`src/rtl/seg7_pkg.sv`:
```
// seg7_pkg: shared 7-segment patterns {a..g} active-low, BCD codes and digit types
package seg7_pkg;
  typedef logic [6:0] seg7_pat_t;
  typedef logic [3:0] bcd_digit_t;
  localparam seg7_pat_t SEG7_PAT_0 = 7'b0000001;
  localparam seg7_pat_t SEG7_PAT_1 = 7'b1001111;
  localparam seg7_pat_t SEG7_PAT_2 = 7'b0010010;
  localparam seg7_pat_t SEG7_PAT_3 = 7'b0000110;
  localparam seg7_pat_t SEG7_PAT_4 = 7'b1001100;
  localparam seg7_pat_t SEG7_PAT_5 = 7'b0100100;
  localparam seg7_pat_t SEG7_PAT_6 = 7'b0100000;
  localparam seg7_pat_t SEG7_PAT_7 = 7'b0001111;
  localparam seg7_pat_t SEG7_PAT_8 = 7'b0000000;
  localparam seg7_pat_t SEG7_PAT_9 = 7'b0000100;
  localparam seg7_pat_t SEG7_PAT_BLANK = 7'b1111111;
  localparam bcd_digit_t BCD_BLANK = 4'hF;
  localparam bcd_digit_t BCD_ILLEGAL = 4'hE;
endpackage

```
`src/rtl/seg7_pattern_decode.sv`:
```
// seg7_pattern_decode: combinational exact-match decode; in seg (7), out bcd (4: 0-9, F blank, E illegal), err (1)
module seg7_pattern_decode
  import seg7_pkg::*;
(
  input  seg7_pat_t  seg,
  output bcd_digit_t bcd,
  output logic       err
);
  always_comb begin
    bcd = BCD_ILLEGAL;
    case (seg)
      SEG7_PAT_0: bcd = 4'd0;
      SEG7_PAT_1: bcd = 4'd1;
      SEG7_PAT_2: bcd = 4'd2;
      SEG7_PAT_3: bcd = 4'd3;
      SEG7_PAT_4: bcd = 4'd4;
      SEG7_PAT_5: bcd = 4'd5;
      SEG7_PAT_6: bcd = 4'd6;
      SEG7_PAT_7: bcd = 4'd7;
      SEG7_PAT_8: bcd = 4'd8;
      SEG7_PAT_9: bcd = 4'd9;
      SEG7_PAT_BLANK: bcd = BCD_BLANK;
      default: ;
    endcase
    err = bcd == BCD_ILLEGAL;
  end
endmodule

```
`src/rtl/seg7_scan_to_bcd.sv`:
```
// seg7_scan_to_bcd: rebuild stable BCD frames from a scanned 7-seg bus; in clk, rst, seg[7], dig_en[N], out_ready; out out_valid, bcd[4N], digit_err[N], overrun; SEG7_SCAN_DP_EN adds dp in, dp_out[N] out
module seg7_scan_to_bcd
  import seg7_pkg::*;
#(
  parameter int NUM_DIGITS = 4,
  parameter int STABLE_SCANS = 3
) (
  input  logic                    clk,
  input  logic                    rst,
  input  seg7_pat_t               seg,
  input  logic [NUM_DIGITS-1:0]   dig_en,
`ifdef SEG7_SCAN_DP_EN
  input  logic                    dp,
  output logic [NUM_DIGITS-1:0]   dp_out,
`endif
  input  logic                    out_ready,
  output logic                    out_valid,
  output logic [4*NUM_DIGITS-1:0] bcd,
  output logic [NUM_DIGITS-1:0]   digit_err,
  output logic                    overrun
);
`ifdef SEG7_SCAN_DP_EN
  localparam int W = 6;
`else
  localparam int W = 5;
`endif
  localparam int IW = NUM_DIGITS > 1 ? $clog2(NUM_DIGITS) : 1;
  localparam logic [3:0] S = 4'(STABLE_SCANS);
  seg7_pat_t seg_r;
  logic [NUM_DIGITS-1:0] dig_r, captured;
  logic [NUM_DIGITS-1:0][W-1:0] shadow, prev, last_pub;
  logic [W-1:0] slot_new;
  logic [IW-1:0] idx;
  logic [3:0] cnt, cnt_nx;
  bcd_digit_t dec_bcd;
  logic dec_err, cap, complete, eq, publish;
  seg7_pattern_decode u_dec (.seg(seg_r), .bcd(dec_bcd), .err(dec_err));
`ifdef SEG7_SCAN_DP_EN
  logic dp_r;
  assign slot_new = {~dp_r, dec_err, dec_bcd};
`else
  assign slot_new = {dec_err, dec_bcd};
`endif
  always_comb begin
    idx = '0;
    for (int i = 0; i < NUM_DIGITS; i++) if (dig_r[i]) idx = IW'(i);
  end
  // dig_r holds the strobe of the previous cycle, so a change on dig_en marks the last cycle of its window
  assign cap = $onehot(dig_r) && dig_en != dig_r;
  assign complete = &captured;
  assign eq = shadow == prev;
  assign cnt_nx = !eq ? 4'd1 : cnt == S ? S : cnt + 4'd1;
  // a saturated counter on an equal frame is not a fresh arrival at the threshold
  assign publish = complete && cnt_nx == S && (!eq || cnt != S) && shadow != last_pub;
  always_comb begin
    bcd = '0;
    digit_err = '0;
`ifdef SEG7_SCAN_DP_EN
    dp_out = '0;
`endif
    for (int i = 0; i < NUM_DIGITS; i++) begin
      bcd[4*i +: 4] = last_pub[i][3:0];
      digit_err[i] = last_pub[i][4];
`ifdef SEG7_SCAN_DP_EN
      dp_out[i] = last_pub[i][5];
`endif
    end
  end
  always_ff @(posedge clk) begin
    if (rst) begin
      seg_r <= SEG7_PAT_BLANK;
      dig_r <= '0;
`ifdef SEG7_SCAN_DP_EN
      dp_r <= 1'b1;
`endif
      captured <= '0;
      shadow <= '0;
      prev <= '0;
      cnt <= '0;
      out_valid <= 1'b0;
      overrun <= 1'b0;
      for (int i = 0; i < NUM_DIGITS; i++) last_pub[i] <= W'(BCD_BLANK);
    end else begin
      seg_r <= seg;
      dig_r <= dig_en;
`ifdef SEG7_SCAN_DP_EN
      dp_r <= dp;
`endif
      if (cap) shadow[idx] <= slot_new;
      captured <= (complete ? '0 : captured) | (cap ? dig_r : '0);
      if (complete) cnt <= cnt_nx;
      if (complete && !eq) prev <= shadow;
      // last_pub doubles as the output holding register
      if (publish && (!out_valid || out_ready)) begin
        last_pub <= shadow;
        out_valid <= 1'b1;
      end else if (out_ready) out_valid <= 1'b0;
      if (publish && out_valid && !out_ready) overrun <= 1'b1;
    end
  end
endmodule

```
`config.mk`:
```
export PLATFORM = sky130hd
export DESIGN_NAME = seg7_scan_to_bcd
export DESIGN_NICKNAME = d
export VERILOG_FILES = /design/src/rtl/seg7_pkg.sv /design/src/rtl/seg7_pattern_decode.sv /design/src/rtl/seg7_scan_to_bcd.sv
export SDC_FILE = /design/constraint.sdc
export NUM_CORES = 1
export LEC_CHECK = 0
export BUFFER_PORTS_ARGS = -buffer_cell sky130_fd_sc_hd__buf_2
export CAP_MARGIN = 15
export CORE_MARGIN = 10
export CORE_UTILIZATION = 53
export CTS_CLUSTER_DIAMETER = 50
export DETAILED_ROUTE_END_ITERATION = 8
export GPL_TIMING_DRIVEN = 0
export HOLD_SLACK_MARGIN = 0.1
export PLACE_DENSITY = 0.8
export REMOVE_ABC_BUFFERS = 1
export SLEW_MARGIN = 15
export SYNTH_ARGS = -nofsm -noshare
export SYNTH_HDL_FRONTEND = slang
export SYNTH_SLANG_ARGS = --single-unit
export TNS_END_PERCENT = 20
```
`constraint.sdc`:
```
create_clock -name clk -period 2.75 [get_ports clk]
set_clock_uncertainty 0.15 [all_clocks]
set_input_delay 0.1375 -clock clk [delete_from_list [all_inputs] [get_ports clk]]
set_output_delay 0.1375 -clock clk [all_outputs]
set_load 0.02 [all_outputs]
```
==> summary.txt <==
Floorplan
  • Die Y: between 100 and 150 µm
  • Number of I/O pins: 36
  • FP Rows: 30
  • Die Wd: 105 µm
  • Core footprint: between 0.006 and 0.007 mm²
  • Initial Util: 0.555
  • DIE AREA: 0.0110 mm²

Timing
  • Hold_ws: roughly 0.33 ns
  • Final critical-path setup slack: roughly 0.091 ns
  • Final count of pins violating max slew: 0
  • Peak Freq: approximately 380 MHz
  • Slew headroom: 0.618
  • Final Hold Vio Count: 0
  • RSZ-0062 raised after global routing: false
  • Final setup vio count: 0
  • Crit share post-route: 0.967
  • Tmin final: around 2.7 ns
  • Worst-Margin Slew: 0.573 ns

Logic synthesis
  • Post-synthesis adder-cell area fraction: 0.0150
  • Synth Cell Area: ~0.0038 mm²
  • Post-Syn Area per Cell: 9.23 µm²
  • Synth top area cells: dfxtp_1 (42%), mux2i_1 (12%), nor2_1 (7.9%)
  • Simple-gate area share of the yosys netlist: 0.238
  • Synth Area in XOR/XNOR: 0.105
  • Primary FF master, synth: dfxtp_1
  • Number of flops mapped to enable cells by yosys: 0
  • Post-synth top area share: 0.423
  • Post-synthesis compound-gate area fraction: 0.0546
  • Async S/R FF share, synth: 0
  • FF+latch count, synth: 81
  • Register area share after synthesis: 0.423
  • Post-synthesis cell type count: 46
  • Most frequent cells after synthesis: dfxtp_1 (81), nor2_1 (81), mux2i_1 (45)
  • Post-synth top area cell: dfxtp_1
  • Mux share of post-synthesis cell area: 0.123
  • Mapped Cells: 415
  • Warning count from the yosys run: 0
  • Largest family of logic cells by synthesized area: simple AND/OR/NAND/NOR gates

Power
  • Leakage: 1.69 nW
  • Pwr dens: 537 mW/mm²
  • Maximum vdd drop: about 0.00031 V
  • Comb power frac: 0.130
  • Clock power share: 0.354
  • Int Power: 0.00182 W
  • Switching share of total power: 0.254
  • Total Power: approximately 0.0024 W
  • Sequential fraction of design power: 0.515
  • Psw: 0.000622 W

Placement
  • DP HPWL: 5600 µm
  • Buffers added on ports: 35
  • Final RePlAce weighted congestion: 0.787
  • Placed inst area: between 0.004 and 0.005 mm²
  • Dpl ws: -0.964 ns

CTS
  • CTS buffer count: 9
  • Clock sink total: 81
  • Root Buffer: clkbuf_8
  • TritonCTS clock tree: yes
  • Longest Clk Path Bufs: 2
  • Clock Latency Late Sink: around 0.35 ns
  • Clk slew on worst S/H paths: 0.08 ns
  • H-tree levels: 3

Drt
  • Final ANT Viol Nets: 0
  • Pre-antenna DRT Iters: 4
  • Drt via density: between 5 and 6
  • Iter 0 DRT Violations: between 100 and 150
  • WL final: 8380 µm
  • Via count: 3041
  • Drt drc: 0
  • Drt wl/cell: 14.8 µm

Hold path
  • Hold Path Class: reg2reg
  • Hold Path Depth: 2
  • Min-delay src: overrun$_SDFFE_PP0P_

Final layout
  • Layout fillers: 569
  • Layout cells sized above 1: 0.197
  • Area growth syn-to-layout: 19.0%
  • Final Cell Area: 0.00456 mm²
  • NumNets Final: 485
  • Ant diodes: 0
  • Final core utilization: 0.660

Critical path
  • Crit-path cells: inv_4, fa_1, inv_1, ha_2, ha_4, nor4b_4, buf_6, nand3_2, nor3_1, nor3_1
  • Reg2reg setup slack: ~0.091 ns
  • Critical Path Fanout Max: 7
  • Crit end category: flop
  • Crit. Startpoint: dig_r[3]$_SDFF_PP0_
  • Most used cell, CP: nor3_1
  • Worst r2r src: dig_r[3]$_SDFF_PP0_
  • Startpoint Class: flop
  • WP data required: roughly 2.8 ns
  • Crit path max-delay cell type: fa_1
  • Worst endpoint data arrival time: 2.73 ns
  • CP max stage delay: 0.54 ns
  • Crit path kind: reg2reg
  • R2R depth: 10

Global routing
  • Initial antenna violation count: 0
  • Largest net degree at the start of global routing: 58
  • Vias in the first global route: 2961
  • First-pass GRT wire length: 13900 µm
  • Total track usage: 0.152
  • Overflow after GRT: 0

Run status
  • Status: complete, no violations

Job
  • Max cap viols: 0
## logic make-up (layout without fill, tap and decap cells)
kind of cell	Yosys count	count (layout)
compound gates	31	31
xor+xnor	46	46
fa+ha+maj	4	4
buf+inv	31	87
flops	81	81
mux	47	47
simple gates	175	175
## placed cells by master (no fill, tap or decap), types with 2 or more instances in the layout
cell type,Yosys,layout
a21oi_1,9,8
a22o_1,3,3
a22oi_1,4,4
a31oi_1,2,2
and3_1,4,4
and4_1,3,2
buf_2,6,34
buf_4,0,10
buf_6,2,2
clkbuf_8,0,11
clkinv_2,0,2
dfxtp_1,81,78
dfxtp_4,0,2
dlygate4sd3_1,0,17
inv_1,6,5
mux2_2,2,2
mux2i_1,45,45
nand2_1,8,8
nand2b_1,6,6
nand3_1,6,4
nand3_2,0,2
nand4_1,11,11
nor2_1,81,80
nor2b_1,13,13
nor3_1,21,20
nor3_2,1,2
nor4_1,3,3
nor4_2,2,2
nor4b_4,2,2
o21ai_0,5,5
or2_2,8,8
xnor2_1,32,32
xor2_1,14,14
## through the flow
stage / std cells / setup TNS, ns
detailed placement: 524 / -18.19
finish: 567 / 0
global placement: 522 / -29.58
floorplan: 391 / -5.63
global route: 567 / 0
CTS: 562 / 0
## path summary, 6_finish.rpt
kind                                               end
worst max-delay path            shadow[3]$_SDFFE_PP0P_
worst min-delay path              overrun$_SDFFE_PP0P_
worst max register to register  shadow[3]$_SDFFE_PP0P_
worst min register to register    overrun$_SDFFE_PP0P_
## registers in the layout, indices dropped and copies added (netlist names)
register	cells
shadow	20
out_valid	1
dig_r	4
overrun	1
prev	20
captured	4
bcd	16
seg_r	7
cnt	4
digit_err	4
## per-layer routing
layer,GRT usage,vias up,part of all wire
met1,0.174,1443,0.42
met4,0.0696,0,0.023
li1,-,1520,-
met2,0.262,60,0.51
met3,0.0344,18,0.043
met5,0,-,0
## power by group through the flow
stage,sequential [W],clock [W],combinational [W]
after floorplan,0.00128,0,0.000176
after global placement,0.00129,0,0.000237
after detailed placement,0.00129,0,0.000257
after CTS,0.00126,0.000881,0.000302
after global routing,0.00127,0.000933,0.000349
final,0.00126,0.000867,0.000318
## area by class of cell
cell class                 instances  area [µm²]  share of cell area
clock inverter                     3        40.0             0.00878
inverter                           7        28.8             0.00631
sequential                        81        1630               0.358
multi-input combinational        303        2100               0.460
tap                               96         120              0.0264
clock buffer                      12         155              0.0340
timing repair buffer              65         485               0.107
## timing repair
item                                   4_1_cts  5_1_grt
pin swaps                                    3        3
resized for setup                            9        8
setup endpoints to repair                   40       19
hold buffers                                17        0
setup buffers                                6        5
endpoints found under the hold margin       26        0
## critical path, delay by kind of cell (launching register included)
kind / cells / cell delay, ns
AND/OR/NAND/NOR: 4 / 0.83
adder cells (fa/ha/maj): 3 / 0.93
flip-flops: 1 / 0.36
buffers and inverters: 3 / 0.26
(Power assumes the default switching activity.)
